`src/rtl/wm8731_i2c_responder_pkg.sv`:
```
// Shared definitions for the WM8731 control-port responder: FSM states,
// the register-file reset image and the special reset-register address.
package wm8731_pkg;

    typedef enum logic [3:0] {
        ST_IDLE      = 4'd0,
        ST_DEV       = 4'd1,
        ST_ACK0      = 4'd2,
        ST_HI        = 4'd3,
        ST_ACK1      = 4'd4,
        ST_LO        = 4'd5,
        ST_ACK2      = 4'd6,
        ST_WAIT_STOP = 4'd7,
        ST_IGNORE    = 4'd8
    } state_t;

    localparam logic [6:0] REG_RESET = 7'h0F;

    localparam logic [8:0] REG_DEFAULTS [10] = '{
        9'h097, 9'h097, 9'h079, 9'h079, 9'h00A,
        9'h008, 9'h09F, 9'h00A, 9'h000, 9'h000
    };

    function automatic logic [8:0] reg_default(input logic [3:0] idx);
        return (idx < 4'd10) ? REG_DEFAULTS[idx] : 9'h000;
    endfunction

endpackage

```
`src/rtl/wm8731_i2c_responder_sync.sv`:
```
// Brings SCL/SDA into the clock domain and reports SCL edges plus bus
// START/STOP conditions as single-cycle strobes.
module i2c_bus_sync (
    input  logic i_clk,
    input  logic i_rst_n,
    input  logic i_scl,
    input  logic i_sda,
    output logic o_scl_rise,
    output logic o_scl_fall,
    output logic o_start,
    output logic o_stop,
    output logic o_sda_s
);
    // [0] metastability stage, [1] synchronized level, [2] previous level
    logic [2:0] scl_q;
    logic [2:0] sda_q;
    logic [1:0] warm_q;
    logic       live;

    always_ff @(posedge i_clk) begin
        scl_q <= {scl_q[1:0], i_scl};
        sda_q <= {sda_q[1:0], i_sda};
        if (!i_rst_n) begin
            warm_q <= 2'd0;
        end else if (warm_q != 2'd3) begin
            warm_q <= warm_q + 2'd1;
        end
    end

    // Edges are suppressed until the chain holds three genuine bus samples.
    assign live       = (warm_q == 2'd3);
    assign o_sda_s    = sda_q[1];
    assign o_scl_rise = live &  scl_q[1] & ~scl_q[2];
    assign o_scl_fall = live & ~scl_q[1] &  scl_q[2];
    assign o_start    = live &  scl_q[1] & ~sda_q[1] &  sda_q[2];
    assign o_stop     = live &  scl_q[1] &  sda_q[1] & ~sda_q[2];

endmodule

```
`src/rtl/wm8731_i2c_responder.sv`:
```
// WM8731 control-port emulator: write-only I2C responder with a 9-bit register
// file. Frames are {dev+W}, {reg[6:0], data[8]}, {data[7:0]}; byte three commits.
module wm8731_i2c_responder
    import wm8731_pkg::*;
#(
    parameter logic [6:0] DEV_ADDR = 7'h1A,
    parameter int         NUM_REGS = 10
) (
    input  logic       i_clk,
    input  logic       i_rst_n,
    input  logic       i_scl,
    input  logic       i_sda,
    output logic       o_sda_oen,
    output logic       o_reg_wen,
    output logic [6:0] o_reg_addr,
    output logic [8:0] o_reg_data,
    input  logic [3:0] i_rd_addr,
    output logic [8:0] o_rd_data,
    output logic       o_busy,
    output logic       o_frame_err
);
    logic scl_rise, scl_fall, bus_start, bus_stop, sda_s;

    i2c_bus_sync u_sync (
        .i_clk      (i_clk),
        .i_rst_n    (i_rst_n),
        .i_scl      (i_scl),
        .i_sda      (i_sda),
        .o_scl_rise (scl_rise),
        .o_scl_fall (scl_fall),
        .o_start    (bus_start),
        .o_stop     (bus_stop),
        .o_sda_s    (sda_s)
    );

    state_t     state_q, state_d;
    logic [3:0] cnt_q, cnt_d;
    logic [7:0] sh_q, sh_d;
    logic [7:0] hi_q, hi_d;
    logic       oen_q, oen_d;
    logic       wen_q, wen_d;
    logic       err_q, err_d;
    logic [6:0] addr_q, addr_d;
    logic [8:0] data_q, data_d;
    logic [8:0] regs_q [NUM_REGS];
    logic [8:0] regs_d [NUM_REGS];
    logic       receiving;
    logic [6:0] c_addr;
    logic [8:0] c_data;

    assign receiving = state_q inside {ST_DEV, ST_HI, ST_LO, ST_WAIT_STOP};
    assign c_addr    = hi_q[7:1];
    assign c_data    = {hi_q[0], sh_q};

    always_comb begin
        state_d = state_q;
        cnt_d   = cnt_q;
        sh_d    = sh_q;
        hi_d    = hi_q;
        oen_d   = oen_q;
        wen_d   = 1'b0;
        err_d   = err_q;
        addr_d  = addr_q;
        data_d  = data_q;
        regs_d  = regs_q;
        if (bus_stop) begin
            state_d = ST_IDLE;
            oen_d   = 1'b0;
            if (state_q inside {ST_HI, ST_ACK1, ST_LO}) err_d = 1'b1;
        end else if (bus_start) begin
            state_d = ST_DEV;
            cnt_d   = 4'd0;
            oen_d   = 1'b0;
            if (state_q inside {ST_ACK0, ST_HI, ST_ACK1, ST_LO, ST_ACK2}) err_d = 1'b1;
        end else if (scl_rise && receiving) begin
            sh_d  = {sh_q[6:0], sda_s};
            cnt_d = cnt_q + 4'd1;
        end else if (scl_fall) begin
            // A full byte is acted on at the SCL fall that opens its ACK slot.
            case (state_q)
                ST_DEV: if (cnt_q == 4'd8) begin
                    if (sh_q == {DEV_ADDR, 1'b0}) begin
                        state_d = ST_ACK0;
                        oen_d   = 1'b1;
                    end else begin
                        state_d = ST_IGNORE;
                    end
                end
                ST_HI: if (cnt_q == 4'd8) begin
                    hi_d    = sh_q;
                    state_d = ST_ACK1;
                    oen_d   = 1'b1;
                end
                ST_LO: if (cnt_q == 4'd8) begin
                    state_d = ST_ACK2;
                    oen_d   = 1'b1;
                    wen_d   = 1'b1;
                    addr_d  = c_addr;
                    data_d  = c_data;
                    for (int i = 0; i < NUM_REGS; i++) begin
                        if (c_addr == 7'(i)) regs_d[i] = c_data;
                        else if (c_addr == REG_RESET) regs_d[i] = reg_default(4'(i));
                    end
                end
                ST_ACK0: begin state_d = ST_HI;        oen_d = 1'b0; cnt_d = 4'd0; end
                ST_ACK1: begin state_d = ST_LO;        oen_d = 1'b0; cnt_d = 4'd0; end
                ST_ACK2: begin state_d = ST_WAIT_STOP; oen_d = 1'b0; cnt_d = 4'd0; end
                ST_WAIT_STOP: if (cnt_q == 4'd8) begin
                    err_d   = 1'b1;
                    state_d = ST_IGNORE;
                end
                default: ;
            endcase
        end
    end

    always_ff @(posedge i_clk) begin
        sh_q <= sh_d;
        hi_q <= hi_d;
        if (!i_rst_n) begin
            state_q <= ST_IDLE;
            cnt_q   <= 4'd0;
            oen_q   <= 1'b0;
            wen_q   <= 1'b0;
            err_q   <= 1'b0;
            addr_q  <= 7'd0;
            data_q  <= 9'd0;
            for (int i = 0; i < NUM_REGS; i++) regs_q[i] <= reg_default(4'(i));
        end else begin
            state_q <= state_d;
            cnt_q   <= cnt_d;
            oen_q   <= oen_d;
            wen_q   <= wen_d;
            err_q   <= err_d;
            addr_q  <= addr_d;
            data_q  <= data_d;
            regs_q  <= regs_d;
        end
    end

    always_comb begin
        o_rd_data = 9'd0;
        for (int i = 0; i < NUM_REGS; i++) begin
            if (i_rd_addr == 4'(i)) o_rd_data = regs_q[i];
        end
    end

    assign o_sda_oen   = oen_q;
    assign o_reg_wen   = wen_q;
    assign o_reg_addr  = addr_q;
    assign o_reg_data  = data_q;
    assign o_busy      = (state_q != ST_IDLE);
    assign o_frame_err = err_q;

endmodule
```
`config.mk`:
```
export PLATFORM = sky130hd
export DESIGN_NAME = wm8731_i2c_responder
export DESIGN_NICKNAME = d
export VERILOG_FILES = /design/src/rtl/wm8731_i2c_responder_pkg.sv /design/src/rtl/wm8731_i2c_responder_sync.sv /design/src/rtl/wm8731_i2c_responder.sv
export SDC_FILE = /design/constraint.sdc
export NUM_CORES = 1
export LEC_CHECK = 0
export ABC_AREA = 1
export BUFFER_PORTS_ARGS = -buffer_cell sky130_fd_sc_hd__buf_2
export CAP_MARGIN = 0
export CORE_MARGIN = 2
export CORE_UTILIZATION = 55
export CTS_CLUSTER_SIZE = 8
export DETAILED_ROUTE_END_ITERATION = 7
export HOLD_SLACK_MARGIN = 0.08
export PLACE_DENSITY = 0.73
export SYNTH_ARGS = -nofsm -noshare
export SYNTH_HDL_FRONTEND = slang
export SYNTH_SLANG_ARGS = --single-unit
export TNS_END_PERCENT = 1
```
`constraint.sdc`:
```
create_clock -name i_clk -period 1.9 [get_ports i_clk]
set_input_delay 0.19 -clock i_clk [delete_from_list [all_inputs] [get_ports i_clk]]
set_output_delay 0.19 -clock i_clk [all_outputs]
set_load 0.005 [all_outputs]
```
After elaboration in Yosys (flattened, before gate mapping) --
Cells that the tools add are included.
Operators by class: equality and inequality tests 44, mux-type cells 51, bitwise operators 18, add/subtract/negate cells 2, reduce and logical (&&, ||, !) cells 49
Operators by type and width (number):
- two-way mux 9 bit | 26
- AND reduction 7 bit | 12
- two-way mux 4 bit | 9
- == test 4 x 3 -> 1 bit, second input constant | 8
- == test 7 x 3 -> 1 bit, second input constant | 4
- case mux 4 bit (7 select lines) | 1
- AND reduction 6 bit | 4
- nonzero test 2 bit | 11
- == test 7 x 4 -> 1 bit, second input constant | 3
- nonzero test 3 bit | 7
- == test 4 x 2 -> 1 bit, second input constant | 4
- == test 7 x 2 -> 1 bit, second input constant | 2
- two-way mux 1 bit | 14
- inequality test 2 x 1 -> 1 bit, second input constant | 7
- == test 4 bit, second input constant | 3
- inequality test 3 x 2 -> 1 bit, second input constant | 4
- NOT 1 bit | 10
- AND 1 bit | 8
- == test 4 x 1 -> 1 bit, second input constant | 2
- == test 8 x 6 -> 1 bit, second input constant | 1
- nonzero test 4 bit | 2
- nonzero test 8 bit | 1
- == test 7 x 1 -> 1 bit, second input constant | 1
- logical NOT 7 bit | 1
- other kinds (15) | 19
Storage, ports and cells: register bits 141, output and inout port bits 29

Logic depth before layout (Yosys ltp) --
depth after elaboration 11, gate-level depth with buffers 10, mapped depth without buffers 10

Cells and area by module --
A second synthesis with hierarchy kept.
Unflattened totals: cell total of the unflattened synthesis 868, area total of the unflattened synthesis 6153.4 um^2
Modules (own cells, without submodules):
- wm8731_i2c_responder | area an instance 5906.9 um^2, instances 1, cells each 841
- i2c_bus_sync | area an instance 246.5 um^2, instances 1, cells each 27

Worst setup path before layout --
OpenSTA, ideal clock, no wires.
path kind reg-to-reg, from reg u_sync.warm_q[0], to reg hi_q[0], enable pin, clock period less this slack 1687 ps, arrival time 1316 ps, required time 1530 ps, stages on the path, launching flop included 6, slack 213 ps, cell sequence dfxtp_1 > ha_1 > inv_1 > nor3_4 > nand2_1 > nor2_1
On the way: longest elaborated chain between the ends 6, elaborated cells on any way between the ends 14
RTL lines:
- start: declaration | RTL line wm8731_i2c_responder_sync.sv:17 | logic [1:0] warm_q;
- start signal: assignment | RTL line wm8731_i2c_responder_sync.sv:26 | warm_q <= warm_q + 2'd1;
- == test 2 bit * | RTL line wm8731_i2c_responder_sync.sv:31 | assign live = (warm_q == 2'd3);
- AND 1 bit | RTL line wm8731_i2c_responder_sync.sv:33, wm8731_i2c_responder_sync.sv:35, wm8731_i2c_responder_sync.sv:36
- AND 1 bit (on tied branches) | RTL line wm8731_i2c_responder_sync.sv:35, wm8731_i2c_responder_sync.sv:33, wm8731_i2c_responder_sync.sv:36
- AND 1 bit, or another cell as far along | RTL line wm8731_i2c_responder_sync.sv:35 | assign o_start = live & scl_q[1] & ~sda_q[1] & sda_q[2];
- NOT 1 bit (no source line)
- AND reduction 6 bit (no source line) *
- end signal: assignment | RTL line wm8731_i2c_responder.sv:119 | hi_q <= hi_d;
- end: declaration | RTL line wm8731_i2c_responder.sv:39 | logic [7:0] hi_q, hi_d;
Mark *: on every way between the ends. The rest lies on a longest branch, timed or not. A chain may end at the register's enable or synchronous reset.

Worst setup path in the final report --
from reg regs_q[83] in the netlist's numbering, to out o_rd_data[2]
On the way: longest elaborated chain between the ends 10
RTL lines:
- start: declaration | RTL line wm8731_i2c_responder.sv:45 | logic [8:0] regs_q [NUM_REGS];
- start signal: assignment | RTL line wm8731_i2c_responder.sv:137 | regs_q <= regs_d;
- two-way mux 9 bit (10 in a row) | RTL line wm8731_i2c_responder.sv:144 | if (i_rd_addr == 4'(i)) o_rd_data = regs_q[i];
- end: declaration | RTL line wm8731_i2c_responder.sv:18 | output logic [8:0] o_rd_data,
Every way passes these cells.

==> flow_metrics.tcl <==
set metrics [dict create \
    endpoint_kind "output pin" \
    r2r_setup_slack_ps 100 \
    hold_start "i_rst_n" \
    clock-skew-final_ps 5.24 \
    wl_met3_um 1620 \
    die_w_um 110 \
    drcViolationCount 0 \
    synth_commonest_cells "277 x nand2_1, 125 x dfxtp_1, 97 x nor2_1, 76 x a21oi_1, 59 x inv_1" \
    grt_pass1_vias 5451 \
    ioPinCount 37 \
    dr.max_layer_used "met4" \
    clock_sinks 141 \
    clock_latency_ps 530 \
    synth_edf_count 16 \
    ir_worst_vdd_mv 0.712 \
    rsz0062_at_grt "true" \
    tritoncts "done" \
    wl_met1_um 7260 \
    initial_utilization_pct 56.8 \
    path_clk_slew_ps 60 \
    synth.top_cell.area_share_pct 40.5 \
    post-place-ws_ps 17.8 \
    required_ps 1710 \
    critPathKind "flip-flop to output pin" \
    htree_levels 4 \
    synth_nets 864 \
    status "finished, final reports clean" \
    syn_area_sq_mm 0.00618 \
    period_share_pct 99.5 \
    die_area_sq_mm 0.0121 \
    r2r_cells 9 \
    whs_path_depth 2 \
    p_leak_nw 3.19 \
    grt_max_degree 39 \
    gp_congestion 0.966 \
    n_antenna_cell 0 \
    yosysWarnings 0 \
    cp.arrival_ps 1700 \
    hp-class "input port to flip-flop" \
    timing.setup.tns_ps 0 \
    final_util_pct 66.8 \
    r2r_end "regs_q[19]" \
    antenna_found_initial 0 \
    grt-ovfl-total 0 \
    startpoint_type "flip-flop" \
    vias 5962 \
    place_hpwl_um 11500 \
    worst_pin_slew_ps 538 \
    power.density_mw_per_mm2 866 \
    fin_crit_ps 1890 \
    synth.area.top_cells "dfxtp_1 40%, nand2_1 17%, edfxtp_1 7.8%, a21oi_1 6.2%, nor2_1 5.9%" \
    coreArea_sq_mm 0.0109 \
    avgSynthCellArea_sq_um 7.25 \
    met2_wirelength_um 7680 \
    area_growth_pct 17.6 \
    avgViaCountPerCell 5.60 \
    synthCells 853 \
    port_buffers 36 \
    ant_nets 0 \
    fillCellCount 909 \
    async_flop_share_pct 0 \
    relSlewSlack_pct 64.2 \
    min_to "regs_q[27]" \
    routedWlPerCell_um 16.0 \
    cts_made_buffers 17 \
    final-max-slew-violation-count 0 \
    ys_types 37 \
    hold_violations 0 \
    yosysTopAreaCell "dfxtp_1" \
    grt_pass1_wl_um 26800 \
    drtIter0Drc 691 \
    finalPower_mw 6.30 \
    synth-seq-area-share_pct 48.2 \
    setup_viol 0 \
    synth_most_common_cell "nand2_1" \
    layout_setup_ws_ps 9.18 \
    die_h_um 110 \
    drive_gt1_share_pct 14.4 \
    clock_path_buffers 2 \
    fmax_mhz 529 \
    synth_flop_cell "dfxtp_1" \
    maxCapViolCount 0 \
    root_buffer "clkbuf_8" \
    rows 38 \
    worstReg2RegStart "cnt_q[0]" \
    grt_util_all_layers_pct 29.4 \
    finalNetCount 922 \
    ys_ff_latch 141 \
    first_pass_iters 6 \
    routed_wl_um 17100 \
    path_max_fanout 2 \
]
[timing repair]
| action | 4_1_cts | 5_1_grt |
|---|---|---|
| hold buffers | 2 | 0 |
| endpoints found under the setup margin | 7 | 98 |
| setup buffers | 0 | 1 |
| gates resized for setup | 5 | 8 |
| pin swaps | 0 | 3 |
| endpoints found under the hold margin | 2 | 0 |
[report_power, final]
group	switching [mW]	internal (mW)	leakage, nW	total (mW)
Clock	1.31	1.72	0.257	3.03
Combinational	0.165	0.0780	1.78	0.243
Sequential	0.00931	3.02	1.15	3.03
Total	1.48	4.82	3.19	6.30
[cell type report]
type | count | area (sq um) | share of cell area [%]
Multi-Input combinational cell | 613 | 2830 | 38.9
Clock inverter | 15 | 124 | 1.70
Sequential cell | 141 | 2980 | 41.0
Tap cell | 140 | 175 | 2.41
Timing Repair Buffer | 76 | 514 | 7.07
Inverter | 62 | 235 | 3.23
Clock buffer | 17 | 414 | 5.69
[flip-flops by register name (all words and copies together), names as in the netlist]
name and flops:
o_frame_err 1, o_reg_addr 7, cnt_q 4, o_sda_oen 1, regs_q 90, sh_q 8, u_sync.warm_q 2, state_q 4
u_sync.sda_q 3, u_sync.scl_q 3, hi_q 8, o_reg_data 9, o_reg_wen 1
[worst max-delay path: stages, from the launching register on]
cell and delay (ps):
dfxtp_1 340, nand3_1 90, nand2_1 70, nor2_1 160, nand4_1 190, nand2_1 120, nand4_1 70, buf_2 130
[cell families after synthesis]
group	after synthesis	share of synthesized area, %
AOI/OAI and AO/OA	138	12.4
xor gates and xnor gates	2	0.283
buffers and inverters	99	6.41
DFF	141	48.2
adders and majority gates	3	0.607
and+or+nand+nor	470	32.0
[metal layers]
| metal | track usage [%] | up-vias |
|---|---|---|
| met3 | 7.00 | 36 |
| met5 | 0 | - |
| met4 | 14.6 | 0 |
| met2 | 44.7 | 278 |
| met1 | 39.2 | 2741 |
| li1 | - | 2907 |
[worst max-delay path by stage]
stage                      from      endpoint  slack [ps]
2_1_floorplan  u_sync.warm_q[0]       hi_q[0]         210
3_3_place_gp       i_rd_addr[0]  o_rd_data[1]         100
3_5_place_dp   u_sync.warm_q[0]    regs_q[15]          20
4_1_cts              regs_q[85]  o_rd_data[4]          30
5_1_grt              regs_q[80]  o_rd_data[8]         -70
6_report             regs_q[83]  o_rd_data[2]           9
[metrics by stage]
step	hold WS, ps	instance area, sq um	instances
global route	129	7270	1064
CTS	93.8	7250	1063
global placement	294	6680	1029
finish	127	7270	1064
floorplan	218	6180	853
detailed placement	295	6680	1029
[cell usage in the layout (no fill, tap or decap), drive strengths merged, types with 2 or more instances in the layout]
cell type,instances
nand3,49
clkbuf,17
o211ai,25
nor2,100
nor3,10
o21ai,32
or2,4
clkinv,10
dfxtp,125
a21oi,76
dlygate4sd3,2
clkinvlp,4
nand4,24
inv,62
nand2,280
buf,74
edfxtp,16
ha,3
(Power assumes the default switching activity.)
